## src/rtl/red_pitaya_sys_pkg.sv

```systemverilog
// Shared types for the sys_* bus initiator: FSM states and the queued command word.
package red_pitaya_sys_pkg;

  localparam int unsigned ADDR_W = 32;
  localparam int unsigned DATA_W = 32;
  localparam int unsigned SEL_W  = 4;

  typedef enum logic [1:0] {
    IDLE  = 2'd0,
    ISSUE = 2'd1,
    WAIT  = 2'd2,
    RSP   = 2'd3
  } sys_state_t;

  typedef struct packed {
    logic              we;
    logic [ADDR_W-1:0] addr;
    logic [DATA_W-1:0] wdata;
    logic [SEL_W-1:0]  sel;
  } sys_cmd_t;

  localparam int unsigned CMD_W = $bits(sys_cmd_t);

endpackage

```

## src/rtl/red_pitaya_sync_fifo.sv

```systemverilog
// Synchronous FIFO with registered storage and registered full/empty flags.
// Pointers carry one extra MSB so full and empty are distinguishable.
module red_pitaya_sync_fifo #(
  parameter int unsigned WIDTH = 69,
  parameter int unsigned DEPTH = 4
) (
  input  logic             clk_i,
  input  logic             rst_i,
  input  logic             push_i,
  input  logic [WIDTH-1:0] din_i,
  input  logic             pop_i,
  output logic [WIDTH-1:0] dout_o,
  output logic             empty_o,
  output logic             full_o
);

  localparam int unsigned AW = $clog2(DEPTH);
  localparam int unsigned PW = AW + 1;

  logic [WIDTH-1:0] mem_q [DEPTH];
  logic [PW-1:0]    wr_ptr_q;
  logic [PW-1:0]    rd_ptr_q;
  logic [PW-1:0]    wr_ptr_nxt;
  logic [PW-1:0]    rd_ptr_nxt;
  logic             do_push;
  logic             do_pop;

  assign do_push    = push_i & ~full_o;
  assign do_pop     = pop_i & ~empty_o;
  assign wr_ptr_nxt = wr_ptr_q + PW'(do_push);
  assign rd_ptr_nxt = rd_ptr_q + PW'(do_pop);
  assign dout_o     = mem_q[rd_ptr_q[AW-1:0]];

  // Pointer and flag update; flags are derived from next-state pointers
  always_ff @(posedge clk_i) begin
    if (rst_i) begin
      wr_ptr_q <= '0;
      rd_ptr_q <= '0;
      empty_o  <= 1'b1;
      full_o   <= 1'b0;
    end else begin
      wr_ptr_q <= wr_ptr_nxt;
      rd_ptr_q <= rd_ptr_nxt;
      empty_o  <= (wr_ptr_nxt == rd_ptr_nxt);
      full_o   <= (wr_ptr_nxt[AW] != rd_ptr_nxt[AW]) &&
                  (wr_ptr_nxt[AW-1:0] == rd_ptr_nxt[AW-1:0]);
    end
  end

  always_ff @(posedge clk_i) begin
    if (do_push) begin
      mem_q[wr_ptr_q[AW-1:0]] <= din_i;
    end
  end

endmodule

```

## src/rtl/red_pitaya_sys_initiator.sv

```systemverilog
// sys_* bus initiator: pops queued commands, issues one strobe per command and
// returns exactly one response (ack, err or timeout) per command, in order.
module red_pitaya_sys_initiator
  import red_pitaya_sys_pkg::*;
#(
  parameter int unsigned CMD_DEPTH = 4,
  parameter int unsigned TMO_CYC   = 255
) (
  input  logic              clk_i,
  input  logic              rst_i,
  input  logic              cmd_valid_i,
  output logic              cmd_ready_o,
  input  logic              cmd_we_i,
  input  logic [ADDR_W-1:0] cmd_addr_i,
  input  logic [DATA_W-1:0] cmd_wdata_i,
  input  logic [SEL_W-1:0]  cmd_sel_i,
  output logic              rsp_valid_o,
  input  logic              rsp_ready_i,
  output logic [DATA_W-1:0] rsp_rdata_o,
  output logic              rsp_err_o,
  output logic              rsp_tmo_o,
  output logic [ADDR_W-1:0] sys_addr_o,
  output logic [DATA_W-1:0] sys_wdata_o,
  output logic [SEL_W-1:0]  sys_sel_o,
  output logic              sys_wen_o,
  output logic              sys_ren_o,
  input  logic [DATA_W-1:0] sys_rdata_i,
  input  logic              sys_err_i,
  input  logic              sys_ack_i,
  output logic              busy_o
);

  localparam int unsigned TMO_W = $clog2(TMO_CYC + 1);

  sys_cmd_t          cmd_in;
  sys_cmd_t          cmd_head;
  logic [CMD_W-1:0]  fifo_dout;
  logic              fifo_pop;
  logic              fifo_empty;
  logic              fifo_full;

  sys_state_t        state_q,   state_nxt;
  logic              we_q,      we_nxt;
  logic [TMO_W-1:0]  tmo_cnt_q, tmo_cnt_nxt;
  logic [ADDR_W-1:0] addr_nxt;
  logic [DATA_W-1:0] wdata_nxt;
  logic [SEL_W-1:0]  sel_nxt;
  logic              wen_nxt;
  logic              ren_nxt;
  logic              rsp_valid_nxt;
  logic [DATA_W-1:0] rsp_rdata_nxt;
  logic              rsp_err_nxt;
  logic              rsp_tmo_nxt;

  assign cmd_in = '{we: cmd_we_i, addr: cmd_addr_i, wdata: cmd_wdata_i, sel: cmd_sel_i};

  red_pitaya_sync_fifo #(
    .WIDTH (CMD_W),
    .DEPTH (CMD_DEPTH)
  ) u_cmd_fifo (
    .clk_i   (clk_i),
    .rst_i   (rst_i),
    .push_i  (cmd_valid_i),
    .din_i   (cmd_in),
    .pop_i   (fifo_pop),
    .dout_o  (fifo_dout),
    .empty_o (fifo_empty),
    .full_o  (fifo_full)
  );

  assign cmd_head    = sys_cmd_t'(fifo_dout);
  assign cmd_ready_o = ~fifo_full;
  assign busy_o      = (state_q != IDLE) | ~fifo_empty;

  // Next-state and output decode; everything holds unless a state acts on it
  always_comb begin
    state_nxt     = state_q;
    we_nxt        = we_q;
    tmo_cnt_nxt   = tmo_cnt_q;
    addr_nxt      = sys_addr_o;
    wdata_nxt     = sys_wdata_o;
    sel_nxt       = sys_sel_o;
    wen_nxt       = 1'b0;
    ren_nxt       = 1'b0;
    rsp_valid_nxt = rsp_valid_o;
    rsp_rdata_nxt = rsp_rdata_o;
    rsp_err_nxt   = rsp_err_o;
    rsp_tmo_nxt   = rsp_tmo_o;
    fifo_pop      = 1'b0;

    unique case (state_q)
      IDLE: begin
        if (!fifo_empty) begin
          fifo_pop  = 1'b1;
          addr_nxt  = cmd_head.addr;
          wdata_nxt = cmd_head.wdata;
          sel_nxt   = cmd_head.sel;
          we_nxt    = cmd_head.we;
          wen_nxt   = cmd_head.we;
          ren_nxt   = ~cmd_head.we;
          state_nxt = ISSUE;
        end
      end
      ISSUE: begin
        tmo_cnt_nxt = '0;
        state_nxt   = WAIT;
      end
      WAIT: begin
        // err wins over a coincident ack
        if (sys_err_i) begin
          rsp_valid_nxt = 1'b1;
          rsp_rdata_nxt = '0;
          rsp_err_nxt   = 1'b1;
          rsp_tmo_nxt   = 1'b0;
          state_nxt     = RSP;
        end else if (sys_ack_i) begin
          rsp_valid_nxt = 1'b1;
          rsp_rdata_nxt = we_q ? '0 : sys_rdata_i;
          rsp_err_nxt   = 1'b0;
          rsp_tmo_nxt   = 1'b0;
          state_nxt     = RSP;
        end else if (tmo_cnt_q == TMO_W'(TMO_CYC - 1)) begin
          rsp_valid_nxt = 1'b1;
          rsp_rdata_nxt = '0;
          rsp_err_nxt   = 1'b0;
          rsp_tmo_nxt   = 1'b1;
          state_nxt     = RSP;
        end else begin
          tmo_cnt_nxt = tmo_cnt_q + TMO_W'(1);
        end
      end
      RSP: begin
        if (rsp_ready_i) begin
          rsp_valid_nxt = 1'b0;
          rsp_rdata_nxt = '0;
          rsp_err_nxt   = 1'b0;
          rsp_tmo_nxt   = 1'b0;
          state_nxt     = IDLE;
        end
      end
      default: state_nxt = IDLE;
    endcase
  end

  // State and registered outputs; reset abandons any transaction in flight
  always_ff @(posedge clk_i) begin
    if (rst_i) begin
      state_q     <= IDLE;
      we_q        <= 1'b0;
      tmo_cnt_q   <= '0;
      sys_addr_o  <= '0;
      sys_wdata_o <= '0;
      sys_sel_o   <= '0;
      sys_wen_o   <= 1'b0;
      sys_ren_o   <= 1'b0;
      rsp_valid_o <= 1'b0;
      rsp_rdata_o <= '0;
      rsp_err_o   <= 1'b0;
      rsp_tmo_o   <= 1'b0;
    end else begin
      state_q     <= state_nxt;
      we_q        <= we_nxt;
      tmo_cnt_q   <= tmo_cnt_nxt;
      sys_addr_o  <= addr_nxt;
      sys_wdata_o <= wdata_nxt;
      sys_sel_o   <= sel_nxt;
      sys_wen_o   <= wen_nxt;
      sys_ren_o   <= ren_nxt;
      rsp_valid_o <= rsp_valid_nxt;
      rsp_rdata_o <= rsp_rdata_nxt;
      rsp_err_o   <= rsp_err_nxt;
      rsp_tmo_o   <= rsp_tmo_nxt;
    end
  end

endmodule

```

## config.mk

```make
export PLATFORM = sky130hd
export DESIGN_NAME = red_pitaya_sys_initiator
export DESIGN_NICKNAME = d
export VERILOG_FILES = /design/src/rtl/red_pitaya_sys_pkg.sv /design/src/rtl/red_pitaya_sync_fifo.sv /design/src/rtl/red_pitaya_sys_initiator.sv
export SDC_FILE = /design/constraint.sdc
export NUM_CORES = 1
export LEC_CHECK = 0
export CAP_MARGIN = 20
export CORE_ASPECT_RATIO = 1.2
export CORE_UTILIZATION = 27
export DETAILED_ROUTE_END_ITERATION = 7
export PLACE_DENSITY = 0.44
export SKIP_CTS_REPAIR_TIMING = 1
export SYNTH_ARGS = -nofsm -noshare
export SYNTH_HDL_FRONTEND = slang
export SYNTH_SLANG_ARGS = --single-unit
```

## constraint.sdc

```tcl
create_clock -name clk_i -period 8.2 [get_ports clk_i]
set_input_delay 1.64 -clock clk_i [delete_from_list [all_inputs] [get_ports clk_i]]
set_output_delay 1.64 -clock clk_i [all_outputs]
set_load 0.03 [all_outputs]
```

==> flow_metrics.py, run 1 <==
metrics = {
    "outcome": {
        "status": "complete, no violations",
    },
    "final_layout": {
        "nets": 1274,
        "layoutNonFillerInstCount": 1914,
        "final_cell_area_um2": 19300,
        "fillers": 5299,
        "drive_gt1_share_pct": 16.6,
        "multi_input_area_um2": 3870,
        "area_delta_synth_final_pct": 29.3,
        "ff_latch_area_um2": 10800,
    },
    "synth": {
        "synth_cell_types": 48,
        "netlist_instances": 944,
        "synth_edf_count": 276,
        "postSynthAreaPerCell_um2": 15.8,
        "ys_async_sr_fraction_pct": 0,
        "yosysTopAreaCellShare_pct": 55.5,
        "synth-seq-area-share_pct": 72.1,
        "yosysWarningCount": 0,
        "ys.flop_type": "edfxtp_1",
        "yosys-top-cells-area": "edfxtp_1 56%, dfxtp_1 17%, mux4_2 10%",
        "synth_seq_cells": 400,
        "synth_area_um2": 14900,
        "synth_area_leader_cell": "edfxtp_1",
        "synth_fp_nets": 1061,
    },
    "routing": {
        "viasPerCell": 4.46,
        "drt_iter0_drc": 352,
        "ant_nets": 0,
        "post_drt_wl_per_cell_um": 18.9,
        "via_count": 8546,
        "wl_um": 36100,
        "drcViolationCount": 0,
        "first_pass_iters": 4,
    },
    "place": {
        "dp_hpwl_um": 21100,
        "dp.cells": 1829,
        "pre_cts_ws_ns": 3.58,
        "io_buffers": 213,
        "gp_congestion": 0.707,
        "dpl-instance-area_um2": 17800,
    },
    "timing": {
        "fin_tns_setup_ns": 0,
        "final-hold-violation-count": 0,
        "max_slew.worst_pin.slew_ns": 0.962,
        "finalCritPeriodShare_pct": 48.0,
        "relSlewSlack_pct": 35.9,
        "skew_ns": 0.0154,
        "finalWorstSetupSlack_ns": 4.26,
        "fmax_mhz": 254,
        "fin_crit_ns": 3.94,
        "maxSlewViolCount": 0,
        "rsz0062_at_grt": "no",
        "setup_viol": 0,
    },
    "worst_setup_path": {
        "critPathMaxStageDelay_ns": 0.74,
        "crit_fanout": 49,
        "critPathCaptureType": "flip-flop",
        "cp_slowest_cell": "buf_4",
        "critPathKind": "in -> reg",
        "cp_top_family": "buffers and inverters",
        "cp-start-kind": "input pin",
        "critical_path_required_ns": 8.39,
        "path_buf_inv": 2,
        "crit_chain": "clkdlybuf4s50_1 > nor2b_1 > and2_1 > nor2b_4 > buf_4",
        "arrival_ns": 4.13,
    },
    "pwr": {
        "switching_power_mw": 1.74,
        "intPower_mw": 4.13,
        "swShare_pct": 29.7,
        "seqPwrFrac_pct": 42.0,
        "ir_worst_vdd_mv": 0.132,
        "p_total_mw": 5.87,
        "p_leak_nw": 6.18,
        "p_clk_share_pct": 33.9,
        "p_per_area_nw_per_um2": 304,
        "p_comb_share_pct": 24.1,
    },
    "clocking": {
        "cts_buffers": 45,
        "cts_tree": "done",
        "cts_root_buf": "clkbuf_16",
        "htreeDepth": 2,
        "clock_latency_ns": 0.57,
        "clockBufferDepth": 3,
        "path_clk_slew_ns": 0.06,
        "cts.sinks": 400,
    },
    "floorplan": {
        "fp.dieW_um": 217,
        "start_util_pct": 27.3,
        "core_um2": 54700,
        "ioPinCount": 214,
        "std_cell_rows": 94,
        "die_h_um": 260,
        "dieArea_um2": 56200,
    },
    "worst_hold_path": {
        "holdCritPathClass": "reg -> reg",
    },
    "global_routing": {
        "grt_pass1_wl_um": 54900,
        "grt_max_degree": 82,
        "grt_usage_pct": 12.9,
        "first_global_vias": 8939,
        "grt.overflow.total": 0,
        "antenna_found_initial": 0,
    },
    "run": {
        "max_cap_viol_count": 0,
    },
}
## kinds of logic after synthesis
kind of cell / synth area share (%)
buffers and inverters: 2.20
xor gates and xnor gates: 0.293
DFF: 72.1
adders and majority gates: 0.838
muxes: 10.6
and+or+nand+nor: 8.73
AOI/OAI and AO/OA: 5.24
## worst paths after layout
path,slack (ns),depth (start not counted),endpoint,start
max,4.26,5,u_cmd_fifo.mem_q[1][3],cmd_valid_i
max reg2reg,5.40,10,u_cmd_fifo.full_o,state_q[0]
min reg2reg,0.45,2,sys_wdata_o[7],sys_wdata_o[7]
min,0.45,2,sys_wdata_o[7],sys_wdata_o[7]
## worst register-to-register path, cell delays in order (launching register included)
cell	delay, ns
dfxtp_1	0.38
inv_1	0.10
ha_1	0.24
nand2b_4	0.71
clkinv_2	0.16
ha_1	0.24
ha_1	0.31
xor2_1	0.18
nor2_1	0.06
mux2i_1	0.19
nor3b_1	0.07
## routing by layer
metal / wire, um / global-route usage [%]
met1: 16200 / 16.7
met3: 1780 / 2.46
met4: 909 / 4.85
met2: 17200 / 21.5
met5: 0 / 0
## sequential cells by signal, summed over array words and instances (netlist names), 2 cells and up
register and count:
u_cmd_fifo.wr_ptr_q 3, rsp_rdata_o 32, sys_wdata_o 32, sys_sel_o 4
sys_addr_o 32, u_cmd_fifo.rd_ptr_q 3, u_cmd_fifo.mem_q 276, tmo_cnt_q 8
state_q 2
## placed cells by master (no fill, tap or decap), types with 10 or more instances in the layout
| master | instances |
|---|---|
| mux4_2 | 69 |
| o21ai_2 | 29 |
| nor2_1 | 10 |
| nand4_1 | 33 |
| nand2_1 | 143 |
| nand2b_1 | 37 |
| clkinv_2 | 12 |
| nand3_1 | 10 |
| a21oi_1 | 75 |
| ha_1 | 10 |
| edfxtp_1 | 276 |
| buf_4 | 13 |
| clkdlybuf4s50_1 | 212 |
| clkbuf_16 | 46 |
| dfxtp_1 | 122 |
## Yosys cell counts, types with 2 or more instances
library cell    n
ha_1           10
o21ai_2        29
nor2_1         10
nor3b_1         3
o21bai_1        2
nand2b_1       38
and3_1          2
clkbuf_1       35
nor2b_1         7
a31oi_1         4
nand3_1        10
xnor2_1         3
mux4_2         69
o211ai_1        3
a21oi_1        75
buf_2          14
o21ai_0         4
xor2_1          2
dfxtp_1       124
buf_1           4
inv_1           8
nand2_1       143
edfxtp_1      276
or3_1           4
buf_6           7
nand3b_1        3
and2_1          2
nand4_1        33
## power by group through the flow
stage	logic, mW	registers [mW]	clock network [mW]
after global routing	1.54	2.50	2.13
final	1.41	2.47	1.99
after global placement	1.40	2.56	0
after CTS	1.40	2.53	2.06
after detailed placement	1.40	2.57	0
after floorplan	0.757	2.68	0
## cell type report
type,instances,area share [%]
clock buffers,60,6.55
inverters,9,0.182
clock inverters,23,1.06
repair buffers,226,11.6
flip-flops and latches,400,55.8
well taps,720,4.67
multi-input cells,475,20.0
diodes,1,0.0130
## per-stage QoR
step	util [%]	hold WS, ns
floorplan	-	0.448
global placement	32.5	0.443
detailed placement	32.5	0.446
CTS	35.2	0.454
global route	35.3	0.463
finish	35.3	0.450
Note: power is estimated with default switching activity, not from simulation.
==> run 2: changes to the inputs <==
clock period = 4.1 ns   (was 8.2 ns; I/O delays follow)
==> run 2 against run 1 <==
First-iteration DRC count up 50%. Final area up 0.48%. Clock power up 97%. Combinational power rose by 98%. Non-clock buffer count grew 8. Critical path type is now reg -> out. Largest cell class unchanged.
==> flow_metrics.py, run 2 (same netlist as run 1, synthesis figures left out) <==
metrics = {
    "outcome": {
        "status": "complete, no violations",
    },
    "final_layout": {
        "drive_gt1_share_pct": 17.0,
        "layoutNonFillerInstCount": 1923,
        "final_cell_area_um2": 19400,
        "nets": 1282,
        "largest_reg_flops": 276,
        "layout_commonest_cell": "edfxtp_1",
        "fillers": 5298,
        "area_delta_synth_final_pct": 29.9,
        "multi_input_area_um2": 3870,
        "ff_latch_area_um2": 10800,
        "fin_util_pct": 35.5,
        "final_cell_mix": "276 x edfxtp_1, 212 x clkdlybuf4s50_1, 143 x nand2_1",
    },
    "worst_setup_path": {
        "crit_fanout": 4,
        "cp-start-kind": "flip-flop",
        "critPathMaxStageDelay_ns": 0.71,
        "critPathCaptureType": "output port",
        "crit_chain": "inv_1 > ha_1 > nand2_1 > clkdlybuf4s50_1",
        "path_buf_inv": 2,
        "arrival_ns": 2.10,
        "cp_slowest_cell": "clkdlybuf4s50_1",
        "critical_path_required_ns": 3.28,
        "critPathKind": "reg -> out",
        "cp_top_family": "buffers and inverters",
    },
    "clocking": {
        "cts_root_buf": "clkbuf_16",
        "htreeDepth": 2,
        "clockBufferDepth": 3,
        "path_clk_slew_ns": 0.06,
        "cts_tree": "done",
        "clock_latency_ns": 0.58,
        "cts.sinks": 400,
        "cts_buffers": 45,
    },
    "worst_hold_path": {
        "holdCritPathClass": "reg -> reg",
    },
    "place": {
        "dp.cells": 1838,
        "io_buffers": 213,
        "gp_congestion": 0.736,
        "dpl-instance-area_um2": 17900,
        "dp_hpwl_um": 22500,
    },
    "pwr": {
        "swShare_pct": 30.0,
        "p_leak_nw": 6.22,
        "p_comb_share_pct": 23.8,
        "seqPwrFrac_pct": 42.7,
        "switching_power_mw": 3.52,
        "intPower_mw": 8.20,
        "p_clk_share_pct": 33.6,
        "p_per_area_nw_per_um2": 604,
        "ir_worst_vdd_mv": 0.330,
    },
    "routing": {
        "viasPerCell": 4.43,
        "top_layer": "met5",
        "wl_met3_um": 1930,
        "post_drt_wl_per_cell_um": 19.2,
        "route.layer.met1.wl_um": 16300,
        "drt_iter0_drc": 528,
        "via_count": 8510,
        "wl_um": 36900,
        "drcViolationCount": 0,
        "dr_wl_met2_um": 17900,
        "ant_nets": 0,
        "first_pass_iters": 4,
    },
    "global_routing": {
        "grt_usage_pct": 13.3,
        "grt_max_degree": 72,
        "antenna_found_initial": 2,
        "grt.overflow.total": 0,
        "first_global_vias": 9160,
        "grt_pass1_wl_um": 56600,
    },
    "timing": {
        "final-hold-violation-count": 0,
        "setup_viol": 0,
        "max_slew.worst_pin.slew_ns": 0.881,
        "skew_ns": 0.0212,
        "maxSlewViolCount": 0,
        "fin_crit_ns": 2.92,
        "relSlewSlack_pct": 41.3,
        "fmax_mhz": 342,
        "finalCritPeriodShare_pct": 71.2,
        "rsz0062_at_grt": "no",
        "fin_tns_setup_ns": 0,
    },
    "run": {
        "max_cap_viol_count": 0,
    },
    "floorplan": {
        "dieArea_um2": 56200,
        "fp.dieW_um": 217,
        "die_h_um": 260,
        "core_um2": 54700,
        "start_util_pct": 27.3,
        "std_cell_rows": 94,
        "ioPinCount": 214,
    },
}
==> run 2: cell types whose count changed in the layout (fill, tap and decap cells not counted), sizes merged <==
cell | before | now
buf | 14 | 22
clkbuf | 60 | 62
clkinv | 19 | 17
bufinv | 3 | 2
clkinvlp | 1 | 2
inv | 9 | 10
==> run 2: worst paths after layout <==
path                       start                 end  slack, ns  cells after the start
setup / recovery      state_q[0]              busy_o       1.18                      4
hold / removal    sys_wdata_o[1]      sys_wdata_o[1]       0.45                      2
setup reg to reg      state_q[0]  u_cmd_fifo.empty_o       1.60                     10
hold reg to reg   sys_wdata_o[1]      sys_wdata_o[1]       0.45                      2
==> run 2: worst register-to-register path, delay by kind of cell (launching register included) <==
family / cells / cell delay (ns)
AND/OR/NAND/NOR: 2 / 0.15
AO/OA/AOI/OAI: 1 / 0.11
flip-flops: 1 / 0.38
multiplexers: 1 / 0.17
adder cells (fa/ha/maj): 3 / 0.93
buffers and inverters: 2 / 0.45
XOR/XNOR: 1 / 0.19
==> run 2: metrics by stage <==
| step | setup slack, ns | hold slack (ns) | total power [mW] |
|---|---|---|---|
| floorplan | 0.607 | 0.448 | 6.86 |
| finish | 1.18 | 0.452 | 11.7 |
| detailed placement | 1.15 | 0.449 | 7.97 |
| CTS | 1.12 | 0.458 | 12.0 |
| global route | 1.06 | 0.474 | 12.3 |
| global placement | 1.19 | 0.446 | 7.97 |
==> run 2: final cells by class <==
type                       count  share of cell area, %
sequential                   400                   55.6
multi-input combinational    475                   20.0
timing repair buffer         234                   12.1
clock buffer                  62                   6.50
tap                          720                   4.65
clock inverter                22                  0.987
inverter                       9                  0.181
antenna                        1                 0.0129
==> run 2: power groups by stage <==
stage,logic (mW),registers [mW],clock network (mW)
CTS,2.87,5.02,4.09
finish,2.79,5.00,3.93
global route,3.04,5.07,4.24
detailed placement,2.87,5.11,0
floorplan,1.51,5.34,0
global placement,2.87,5.10,0
==> run 2: routing by layer <==
layer,vias to the layer above,track usage (%)
met5,-,0
met4,2,4.79
met3,58,2.76
met2,216,22.1
met1,4234,17.3
li1,4000,-
